==> src/rtl/y86_mem_pkg.sv <==
// y86_mem_pkg: shared types and constants for the Y86 two-port memory arbiter.
// Imported by y86_rr_pick and y86_mem_arbiter.
package y86_mem_pkg;

    // Deepest supported read latency and the data path width.
    localparam int RD_LAT_MAX = 4;
    localparam int DATA_W     = 32;

    // Wait counter holds RD_LAT-1, so it never needs more than RD_LAT_MAX-1.
    localparam int CNT_W      = 2;

    // Arbiter transaction FSM.
    typedef enum logic [1:0] {
        IDLE  = 2'd0,
        ISSUE = 2'd1,
        WAIT  = 2'd2,
        DONE  = 2'd3
    } arb_state_e;

    // Index of a requesting port: 0 = CPU, 1 = DMA/debug.
    typedef logic port_idx_t;

    localparam port_idx_t PORT0 = 1'b0;
    localparam port_idx_t PORT1 = 1'b1;

    // One-hot {port1, port0} vector for a port index.
    function automatic logic [1:0] port_onehot(input port_idx_t p);
        if (p == PORT1) begin
            return 2'b10;
        end else begin
            return 2'b01;
        end
    endfunction

endpackage

==> src/rtl/y86_rr_pick.sv <==
// y86_rr_pick: combinational two-way arbitration picker.
// Default build: round-robin, the port that did not win last time wins a tie.
// With Y86_ARB_FIXED_PRIO_EN defined: port 0 always wins a tie, last is ignored.
module y86_rr_pick
    import y86_mem_pkg::*;
(
    input  logic [1:0] req,
    input  port_idx_t  last,
    output port_idx_t  winner
);

`ifdef Y86_ARB_FIXED_PRIO_EN
    // Priority mode has no fairness state; keep the inputs visibly consumed.
    logic unused_pick_s;
    assign unused_pick_s = last ^ req[1];

    // Port 0 wins whenever it asks; otherwise port 1.
    always_comb begin
        if (req[0]) begin
            winner = PORT0;
        end else begin
            winner = PORT1;
        end
    end
`else
    // Single requester always wins; on a tie the port other than last wins.
    always_comb begin
        winner = PORT0;
        case (req)
            2'b01:   winner = PORT0;
            2'b10:   winner = PORT1;
            2'b11: begin
                if (last == PORT0) begin
                    winner = PORT1;
                end else begin
                    winner = PORT0;
                end
            end
            default: winner = PORT0;
        endcase
    end
`endif

endmodule

==> src/rtl/y86_mem_arbiter.sv <==
// y86_mem_arbiter: two-port arbiter in front of a single-ported memory.
// One transaction at a time: IDLE -> ISSUE -> (WAIT x RD_LAT) -> DONE -> IDLE.
// All outputs are registered; they are decoded from the next state so that
// they line up exactly with the state they belong to.
// Optional build macro: Y86_ARB_FIXED_PRIO_EN (fixed priority, port 0 wins).
module y86_mem_arbiter
    import y86_mem_pkg::*;
#(
    parameter int RD_LAT = 1,
    parameter int AW     = 32
) (
    input  logic              clk,
    input  logic              rst,
    input  logic              req0,
    input  logic              req1,
    input  logic              we0,
    input  logic              we1,
    input  logic [AW-1:0]     addr0,
    input  logic [AW-1:0]     addr1,
    input  logic [DATA_W-1:0] wdata0,
    input  logic [DATA_W-1:0] wdata1,
    output logic              gnt0,
    output logic              gnt1,
    output logic              done0,
    output logic              done1,
    output logic [DATA_W-1:0] rdata,
    output logic [AW-1:0]     mem_A,
    output logic              mem_RE,
    output logic              mem_WE,
    output logic [DATA_W-1:0] mem_out,
    input  logic [DATA_W-1:0] mem_in
);

    // Value loaded into the wait counter when a read is issued.
    localparam logic [CNT_W-1:0] WAIT_LOAD = CNT_W'(RD_LAT - 1);
    localparam logic [CNT_W-1:0] CNT_ONE   = {{(CNT_W-1){1'b0}}, 1'b1};
    localparam logic [CNT_W-1:0] CNT_ZERO  = {CNT_W{1'b0}};

    // FSM and latched transaction.
    arb_state_e          state_q, state_d;
    port_idx_t           port_q, port_d;
    logic                we_q, we_d;
    logic [AW-1:0]       addr_q, addr_d;
    logic [DATA_W-1:0]   wdata_q, wdata_d;
    logic [CNT_W-1:0]    cnt_q, cnt_d;
    logic [DATA_W-1:0]   rdata_q, rdata_d;

    // Registered outputs.
    logic [1:0]          gnt_q, gnt_d;
    logic [1:0]          done_q, done_d;
    logic                mem_re_q, mem_re_d;
    logic                mem_we_q, mem_we_d;
    logic [AW-1:0]       mem_a_q, mem_a_d;
    logic [DATA_W-1:0]   mem_out_q, mem_out_d;

    // Arbitration.
    logic [1:0]          req_s;
    port_idx_t           winner_s;
    port_idx_t           last_s;

    assign req_s = {req1, req0};

    y86_rr_pick u_pick (
        .req    (req_s),
        .last   (last_s),
        .winner (winner_s)
    );

`ifdef Y86_ARB_FIXED_PRIO_EN
    // No fairness pointer in priority mode.
    assign last_s = PORT1;
`else
    port_idx_t last_q, last_d;

    // Remember which port won the most recent grant.
    always_comb begin
        last_d = last_q;
        if ((state_q == IDLE) && (|req_s)) begin
            last_d = winner_s;
        end else begin
            last_d = last_q;
        end
    end

    // Round-robin pointer; starts at port 1 so port 0 wins the first tie.
    always_ff @(posedge clk or negedge rst) begin
        if (!rst) begin
            last_q <= PORT1;
        end else begin
            last_q <= last_d;
        end
    end

    assign last_s = last_q;
`endif

    // FSM state register.
    always_ff @(posedge clk or negedge rst) begin
        if (!rst) begin
            state_q <= IDLE;
        end else begin
            state_q <= state_d;
        end
    end

    // Next state, transaction latch, wait counter and read-data capture.
    always_comb begin
        state_d = state_q;
        port_d  = port_q;
        we_d    = we_q;
        addr_d  = addr_q;
        wdata_d = wdata_q;
        cnt_d   = cnt_q;
        rdata_d = rdata_q;
        case (state_q)
            IDLE: begin
                if (|req_s) begin
                    port_d = winner_s;
                    if (winner_s == PORT1) begin
                        we_d    = we1;
                        addr_d  = addr1;
                        wdata_d = wdata1;
                    end else begin
                        we_d    = we0;
                        addr_d  = addr0;
                        wdata_d = wdata0;
                    end
                    state_d = ISSUE;
                end else begin
                    state_d = IDLE;
                end
            end
            ISSUE: begin
                if (we_q) begin
                    state_d = DONE;
                end else begin
                    state_d = WAIT;
                    cnt_d   = WAIT_LOAD;
                end
            end
            WAIT: begin
                if (cnt_q == CNT_ZERO) begin
                    rdata_d = mem_in;
                    state_d = DONE;
                end else begin
                    cnt_d   = cnt_q - CNT_ONE;
                    state_d = WAIT;
                end
            end
            DONE: begin
                state_d = IDLE;
            end
            default: begin
                state_d = IDLE;
            end
        endcase
    end

    // Transaction latch, counter and read data registers.
    always_ff @(posedge clk or negedge rst) begin
        if (!rst) begin
            port_q  <= PORT0;
            we_q    <= 1'b0;
            addr_q  <= {AW{1'b0}};
            wdata_q <= {DATA_W{1'b0}};
            cnt_q   <= CNT_ZERO;
            rdata_q <= {DATA_W{1'b0}};
        end else begin
            port_q  <= port_d;
            we_q    <= we_d;
            addr_q  <= addr_d;
            wdata_q <= wdata_d;
            cnt_q   <= cnt_d;
            rdata_q <= rdata_d;
        end
    end

    // Output decode from the next state so outputs are valid in that state.
    always_comb begin
        gnt_d     = 2'b00;
        done_d    = 2'b00;
        mem_re_d  = 1'b0;
        mem_we_d  = 1'b0;
        mem_a_d   = {AW{1'b0}};
        mem_out_d = {DATA_W{1'b0}};
        if (state_d == IDLE) begin
            gnt_d = 2'b00;
        end else begin
            gnt_d = port_onehot(port_d);
        end
        if (state_d == DONE) begin
            done_d = port_onehot(port_d);
        end else begin
            done_d = 2'b00;
        end
        if (state_d == ISSUE) begin
            mem_a_d  = addr_d;
            mem_we_d = we_d;
            mem_re_d = ~we_d;
            if (we_d) begin
                mem_out_d = wdata_d;
            end else begin
                mem_out_d = {DATA_W{1'b0}};
            end
        end else begin
            mem_a_d   = {AW{1'b0}};
            mem_out_d = {DATA_W{1'b0}};
        end
    end

    // Output registers; reset drops every strobe and bus immediately.
    always_ff @(posedge clk or negedge rst) begin
        if (!rst) begin
            gnt_q     <= 2'b00;
            done_q    <= 2'b00;
            mem_re_q  <= 1'b0;
            mem_we_q  <= 1'b0;
            mem_a_q   <= {AW{1'b0}};
            mem_out_q <= {DATA_W{1'b0}};
        end else begin
            gnt_q     <= gnt_d;
            done_q    <= done_d;
            mem_re_q  <= mem_re_d;
            mem_we_q  <= mem_we_d;
            mem_a_q   <= mem_a_d;
            mem_out_q <= mem_out_d;
        end
    end

    assign gnt0    = gnt_q[0];
    assign gnt1    = gnt_q[1];
    assign done0   = done_q[0];
    assign done1   = done_q[1];
    assign rdata   = rdata_q;
    assign mem_A   = mem_a_q;
    assign mem_RE  = mem_re_q;
    assign mem_WE  = mem_we_q;
    assign mem_out = mem_out_q;

endmodule
==> config.mk <==
export PLATFORM = sky130hd
export DESIGN_NAME = y86_mem_arbiter
export DESIGN_NICKNAME = d
export VERILOG_FILES = /design/src/rtl/y86_mem_pkg.sv /design/src/rtl/y86_rr_pick.sv /design/src/rtl/y86_mem_arbiter.sv
export SDC_FILE = /design/constraint.sdc
export NUM_CORES = 1
export LEC_CHECK = 0
export ABC_AREA = 1
export BUFFER_PORTS_ARGS = -buffer_cell sky130_fd_sc_hd__buf_2
export CORE_MARGIN = 8
export CORE_UTILIZATION = 49
export CTS_CLUSTER_DIAMETER = 30
export CTS_CLUSTER_SIZE = 14
export DETAILED_ROUTE_END_ITERATION = 16
export HOLD_SLACK_MARGIN = 0.15
export PLACE_DENSITY = 0.79
export SYNTH_ARGS = -nofsm -noshare
export SYNTH_HDL_FRONTEND = slang
export SYNTH_SLANG_ARGS = --single-unit
export TNS_END_PERCENT = 1
==> constraint.sdc <==
create_clock -name clk -period 2.2 [get_ports clk]
set_clock_uncertainty 0.05 [all_clocks]
set_input_delay 0.33 -clock clk [delete_from_list [all_inputs] [get_ports clk]]
set_output_delay 0.33 -clock clk [all_outputs]
set_load 0.02 [all_outputs]
; ---- Word level (Yosys, flattened, before mapping)
; Cells that the tools add are included.
[totals]
elab_cells = 61
in_bits = 166
regBits = 173
output_inout_bits = 102
[op_classes]
addsub = 1
n_bitwise = 1
n_mux = 28
n_reduce_logical = 8
eq_ne = 9
[ops]
columns = operator, count
row1 = $mux W32, 9
row2 = $mux W1, 11
row3 = $eq A2 B2 Y1 const B, 5
row4 = $mux W2, 5
row5 = $pmux W2 S4, 1
row6 = $logic_not A2 Y1, 3
row7 = $eq A2 B1 Y1 const B, 2
row8 = $ne A2 B2 Y1 const B, 2
row9 = $pmux W2 S2, 1
row10 = $reduce_and A3 Y1, 1
row11 = $pmux W1 S2, 1
row12 = $reduce_and A2 Y1, 1
row13 = $reduce_bool A2 Y1, 1
row14 = $reduce_or A2 Y1, 1
row15 = $sub A2 B1 Y2 const B, 1
row16 = $logic_and A1 B1 Y1, 1
row17 = $not A1 Y1, 1

; ---- Longest topological paths before layout
; Gate-level depths: netlist (run 1).
[depth]
word_depth = 7
depth_mapped = 9
ltp_nobuf = 8

; ---- Modules after synthesis
; Synthesis (run 1) repeated with hierarchy kept, for this count alone.
[hier_totals]
cells_unflattened = 780
area_unflattened_um2 = 7096.8
[by_module_without_submodules]
columns = mod, cells_per_inst, seq_area_each_um2, n_inst, area_each_um2
row1 = y86_mem_arbiter, 778, 4330.4, 1, 7084.3
row2 = y86_rr_pick, 2, 0.0, 1, 12.5

; ---- Worst setup path after synthesis (run 1)
; Ideal clock, no wire load.
[synth_timing]
kind = register to register
startpoint = register state_q[0]
endpoint = register mem_out_q[10], in the netlist mem_out[10]
slack_ns = 0.687
path_stages_with_launch = 10
t_required_ns = 2.081
t_arrival_ns = 1.395
path_cell_list = dfrtp_1 > inv_1 > ha_1 > nand2_2 > nand3b_1 > nand2_2 > nor2_1 > nand2_2 > buf_6 > nor2_2
[synth_via]
elab_chain_len = 4
word_cells_on_any_way = 10
classes_between = eq/ne (4) / mux (5) / reduce/logical (1)
[synth_lines]
columns = item, line
row1 = from (decl), y86_mem_arbiter.sv:40  ; arb_state_e state_q, state_d;
row2 = from (signal assigned), y86_mem_arbiter.sv:102  ; state_q <= state_d;
row3 = "$eq A2 B2 Y1, or another cell as far along", y86_mem_arbiter.sv:115  ; case (state_q)
row4 = "$pmux W2 S4, or another cell as far along", y86_mem_arbiter.sv:115
row5 = $eq A2 B1 Y1 or $mux W32 (tied branches), "y86_mem_arbiter.sv:196, y86_mem_arbiter.sv:200"
row6 = $mux W32 (*), y86_mem_arbiter.sv:196  ; if (state_d == ISSUE) begin
row7 = via mem_out_d[10], y86_mem_arbiter.sv:54  ; logic [DATA_W-1:0] mem_out_q, mem_out_d;
row8 = to (signal assigned), y86_mem_arbiter.sv:219  ; mem_out_q <= {DATA_W{1'b0}};
row9 = to (signal assigned), y86_mem_arbiter.sv:226  ; mem_out_q <= mem_out_d;
row10 = to (decl), y86_mem_arbiter.sv:54
; The timed path passes the listed nets; every way through them passes the cells marked *.
; A chain may end at the register's enable or synchronous reset.

; ---- Final worst setup path (run 1)
[layout_timing]
startpoint = register state_q[1]
endpoint = register addr_q[28]
[layout_via]
elab_chain_len = 2
[layout_lines]
columns = item, line
row1 = $logic_not A2 Y1, y86_mem_arbiter.sv:115
row2 = $mux W32, y86_mem_arbiter.sv:115
row3 = via addr_d[28], y86_mem_arbiter.sv:43  ; logic [AW-1:0] addr_q, addr_d;
row4 = to (signal assigned), y86_mem_arbiter.sv:164  ; addr_q <= {AW{1'b0}};
row5 = to (signal assigned), y86_mem_arbiter.sv:171  ; addr_q <= addr_d;
row6 = to (decl), y86_mem_arbiter.sv:43
; The timed path passes the listed nets, and every way through them passes these cells.

==> qor.txt, run 1 <==
Switching power = 0.00526 W
Hold Vio Cnt, Final = 0
Setup ws final = 0.250 ns
RSZ-0062 raised after global routing = no
Unique masters post-synth = 22
GPL Wtd Cong = 0.788
IO buf count = 267
Drt pass-1 iters = 4
Core area = 13900 µm²
Startpoint Class = register
Worst Hold Class = primary input to register
Antenna cells = 0
Final TNS setup = 0 ns
Worst hold margin = 0.181 ns
Largest net degree at the start of global routing = 71
CP top delay family = buffers and inverters
Synthesized area per cell = 10.2 µm²
EDFF count, synth = 0
Post-Syn Instances = 685
Dpl hpwl = 13100 µm
Vias = 5777
Critical path capture point type = register
H-tree depth = 4
Required time of the critical path = 2.45 ns
CP peak stage delay = 0.39 ns
Setup-failing EPs final = 0
Synth-to-Final Area Change = 34.8%
First-pass GRT wire length = 30800 µm
Total global-route track usage = 21.3%
Grt ovf = 0
Slew HR = 61.7%
Initial antenna violation count = 0
PD cells = 1440 nW/µm²
Pre-CTS setup slack = 0.343 ns
Fmax achieved = 513 MHz
Tcrit/Tclk final = 88.6%
Tmin final = 1.95 ns
Sw Ratio = 38.8%
Number of global-route vias before repair = 6010
Peak VDD IR = 0.747 mV
Initial Util = 50.2%
Die Area = 18300 µm²
Share of post-route cells with drive strength above 1 = 38.7%
DRT Wirelength = 19000 µm
CP Class = register to register
Outcome = complete, no violations
Synth top area share = 61.6%
Reg clk slew, reported paths = 0.06 ns
Synth Net Count = 856
Comb power frac = 41.0%
Layout Cells excl Fill = 1173
FF+latch count, synth = 173
Critical-path cell list = inv_1 > ha_1 > inv_1 > nor2_4 > buf_4 > buf_12 > nand3_1 > o21ai_1 > inv_1
WL/cell = 16.2 µm
Die height = 135 µm
Worst Tran Pin Value = 0.574 ns
# hold bufs at CTS = 33
Synth area leaders = dfrtp_1 62%, nand3_1 9.5%, mux2_2 5.2%
CTS tree = done
CTS max path bufs = 2
Root buffer cell = clkbuf_16
Clock power share = 21.8%
Yosys warnings = 0
DR vias/cell = 4.92
Cell taking the most area after synthesis = dfrtp_1
Most common cell on crit path = inv_1
Worst-skew pair later-pin latency = 0.42 ns
Count leader, synth = dfrtp_1
Max-cap violation count = 0
Worst-path fanout max = 70
Row Count = 43
Int Pwr = 0.00832 W
Pleak = 4.98 nW
Ys flop type = dfrtp_1
Post-cts resize count = 0
Drt first-iter violations = 349
Fin. max-slew vios = 0
Async set or reset register ratio after synthesis = 100%
Num Clock Sinks = 173
Worst Path Buf+Inv = 5
Slowest cell on crit path = dfrtp_1
Die Wd = 135 µm
Cell Area, Synth = 6990 µm²
Sequential power share = 37.2%
Final Total Pwr = 0.0136 W
Routed Antenna Nets = 0
Post-route DRC = 0
DP Cell Count = 1108
Count of boundary I/O pins = 268
Commonest cells in the netlist = 172 x dfrtp_1, 132 x nand3_1, 76 x nand2_1
Arr. time, crit path = 2.20 ns
Post-CTS Setup Bufs = 0
CTS buffer count = 17
Layout Nets = 1151
Sequential fraction of the synthesis area = 61.9%
[state kept, by name (all words and copies together), names as in the netlist, 2 cells and up]
register and count:
wdata_q 32, addr_q 32, mem_out 32, cnt_q 2, gnt_q 2, mem_A 32, state_q 2, done_q 2
rdata 32
[cell families (layout without fill, tap and decap cells)]
logic type | count (synthesis) | count (layout) | share of synthesized area (%)
AO/OA/AOI/OAI | 70 | 70 | 5.03
adder cells (fa/ha/maj) | 5 | 5 | 0.895
buffers and inverters | 120 | 428 | 8.22
flip-flops | 173 | 173 | 61.9
multiplexers | 32 | 32 | 5.15
AND/OR/NAND/NOR | 285 | 285 | 18.8
[routing by layer]
metal	vias to the layer above	wire [µm]	part of all wire [%]	GRT usage, %
met4	0	173	0.91	6.11
met1	2757	7820	41	26.4
met5	-	0	0	0
li1	2800	-	-	-
met3	12	1300	6.8	5.90
met2	208	9690	51	35.6
[cells in the final DEF, fill, tap and decap left out, types with 2 or more instances in the layout]
master and count:
a21oi_1 2, buf_12 6, buf_2 266, buf_4 14, bufinv_16 2, clkbuf_16 17
clkbuf_8 2, clkinv_2 5, clkinv_4 3, dfrtp_1 172, dlygate4sd3_1 33, ha_1 5
inv_1 72, inv_2 4, inv_6 3, mux2_2 32, nand2_1 74, nand2_2 6
nand3_1 132, nor2_1 48, nor2_2 21, nor3_1 2, o21ai_0 3, o21ai_1 64
[worst register-to-register path, cell delays in order (launching register included)]
cell	delay, ns
dfrtp_1	0.39
inv_1	0.11
ha_1	0.20
inv_1	0.11
nor2_4	0.13
buf_4	0.15
buf_12	0.28
nand3_1	0.19
o21ai_1	0.16
inv_1	0.07
[area by class of cell]
type,count,area (µm²)
clock buffer,19,453
clock inverter,13,138
fill,1084,4510
inverter,76,285
multi-input combinational,392,2090
sequential,173,4330
tap,180,225
timing repair buffer,320,1900
[worst paths after layout]
path,from,to,slack [ns],cells past startpoint
min in group asynchronous,rst,mem_A[10],0.40,2
worst min register to register,addr_q[29],addr_q[29],0.43,2
worst max register to register,state_q[1],addr_q[28],0.25,9
max in group asynchronous,rst,last_q,0.99,3
worst max-delay path,state_q[1],addr_q[28],0.25,9
worst min-delay path,addr0[11],addr_q[11],0.18,5
[stage by stage]
step	util [%]	cell area, µm²
2_1_floorplan	-	6990
3_3_place_gp	61.0	8500
3_5_place_dp	61.0	8500
4_1_cts	67.6	9420
5_1_grt	67.6	9420
6_report	67.6	9420
[power by group through the flow]
stage	registers, W	clock network, W	logic [W]
final	0.00505	0.00297	0.00556
after global routing	0.00519	0.00317	0.00616
after CTS	0.00505	0.00302	0.00562
after detailed placement	0.00505	0	0.00557
after global placement	0.00503	0	0.00538
after floorplan	0.00585	0	0.00303
(Power assumes the default switching activity.)
==> run 2: changes to the inputs <==
--- a/config.mk
+++ b/config.mk
@@ -14,4 +14,5 @@
 export DETAILED_ROUTE_END_ITERATION = 16
 export HOLD_SLACK_MARGIN = 0.15
+export MAX_ROUTING_LAYER = met4
 export PLACE_DENSITY = 0.79
 export SYNTH_ARGS = -nofsm -noshare
==> constraint.sdc (replaced) <==
create_clock -name clk -period 2.2 [get_ports clk]
set_clock_uncertainty 0.05 [all_clocks]
set_input_delay 0.22 -clock clk [delete_from_list [all_inputs] [get_ports clk]]
set_output_delay 0.22 -clock clk [all_outputs]
set_load 0.02 [all_outputs]
==> run 2 against run 1 <==
Die area unchanged. Power is 1.2% higher. Sequential share of layout area fell by 4.9 points. Clock power shrank 2%. Hold slack lost 0.031 ns. Via count rose by 14%. Non-clock buffer count is 111 higher. Highest routed layer unchanged.
==> qor.txt, run 2 (synthesized netlist as in run 1, its figures left out) <==
Die Wd = 135 µm
Worst Tran Pin Value = 0.421 ns
Outcome = complete, no violations
GRT Max-Usage Layer = met2
Met2 Usage GRT = 40.2%
Routed Antenna Nets = 0
Die Area = 18300 µm²
Multi-input logic area = 2090 µm²
WL/cell = 17.2 µm
Hold Vio Cnt, Final = 0
M1 GR Usage = 27.7%
Pleak = 5.41 nW
Most frequent cells in the layout = 266 x buf_2, 172 x dfrtp_1, 148 x dlygate4sd3_1
Number of global-route vias before repair = 6972
Commonest non-fill, non-tap cell in the layout = buf_2
Filler instances = 865
Worst Hold Class = primary input to register
Max-cap violation count = 0
Setup-failing EPs final = 0
Total global-route track usage = 25.1%
Worst-path fanout max = 36
Slew HR = 71.9%
Final TNS setup = 0 ns
Core area = 13900 µm²
Tmin final = 2.05 ns
Root buffer cell = clkbuf_16
Critical path capture point type = register
CTS tree = done
Startpoint Class = primary input
Arr. time, crit path = 2.34 ns
Layout Nets = 1262
Count of boundary I/O pins = 268
Drt pass-1 iters = 5
Worst-skew pair later-pin latency = 0.41 ns
Fin. max-slew vios = 0
Share of post-route cells with drive strength above 1 = 34.2%
DR vias/cell = 5.10
CTS max path bufs = 2
Tcrit/Tclk final = 93.2%
DRT Wirelength = 22200 µm
PD cells = 1300 nW/µm²
Final Total Pwr = 0.0137 W
Die height = 135 µm
RSZ-0062 raised after global routing = no
Global-route track usage on met3 = 6.97%
Initial antenna violation count = 4
Largest net degree at the start of global routing = 66
Grt ovf = 0
Vias = 6570
Post-route DRC = 0
Peak VDD IR = 0.603 mV
Dpl hpwl = 13100 µm
GPL Wtd Cong = 0.815
Row Count = 43
Required time of the critical path = 2.49 ns
IO buf count = 267
Initial Util = 50.2%
Drt first-iter violations = 428
Synth-to-Final Area Change = 50.9%
CTS buffer count = 17
First-pass GRT wire length = 35000 µm
Worst hold margin = 0.150 ns
Reg clk slew, reported paths = 0.06 ns
CP Class = primary input to register
H-tree depth = 4
FF+latch area = 4330 µm²
Num Clock Sinks = 173
Fmax achieved = 488 MHz
[run 2: critical path, cell delays in order]
cell and delay, ns:
dlygate4sd3_1 0.56, buf_2 0.15, nand2_2 0.09, buf_4 0.37, nand3_1 0.11, nand3_1 0.10
dlygate4sd3_1 0.54, o21ai_1 0.08, nor2_1 0.11
[run 2: timing repair]
item | CTS | global route
resized for setup | 0 | 3
setup buffers | 0 | 0
hold buffers | 148 | 0
setup endpoints to repair | 0 | 2
hold endpoints to repair | 316 | 0
[run 2: cell type report]
class	count	area share (%)
Sequential cell	173	41.1
Antenna cell	5	0.119
Timing Repair Buffer	431	28.7
Clock buffer	22	4.40
Tap cell	180	2.14
Multi-Input combinational cell	392	19.8
Inverter	76	2.70
Clock inverter	9	1.04
[run 2: final timing paths]
kind | end | cells past startpoint | slack, ns | startpoint
worst max register to register | mem_out[0] | 9 | 0.18 | state_q[0]
max in group asynchronous | rdata[2] | 3 | 1.22 | rst
min in group asynchronous | mem_A[10] | 2 | 0.20 | rst
worst min-delay path | addr_q[15] | 5 | 0.15 | addr1[15]
worst min register to register | addr_q[4] | 2 | 0.43 | addr_q[4]
worst max-delay path | mem_out[0] | 9 | 0.15 | req0
[run 2: stage by stage]
| stage | utilization [%] | std cells | cell area, µm² | setup WS [ns] |
|---|---|---|---|---|
| 6_report | 75.7 | 1288 | 10500 | 0.150 |
| 3_3_place_gp | 60.8 | 1104 | 8470 | 0.455 |
| 3_5_place_dp | 60.8 | 1104 | 8470 | 0.400 |
| 4_1_cts | 75.5 | 1283 | 10500 | 0.125 |
| 2_1_floorplan | - | 685 | 6990 | 0.687 |
| 5_1_grt | 75.7 | 1287 | 10500 | 0.00884 |
[run 2: per-layer routing]
| metal | vias to the layer above | wire [µm] |
|---|---|---|
| met5 | - | 0 |
| met4 | 0 | 956 |
| met3 | 77 | 1660 |
| met2 | 348 | 11000 |
| met1 | 3115 | 8530 |
| li1 | 3030 | - |
[run 2: report_power, final]
part,total (W),internal [W],switching (W)
sequential,0.00507,0.00457,0.000499
clock,0.00291,0.00173,0.00118
combinational,0.00576,0.00211,0.00364
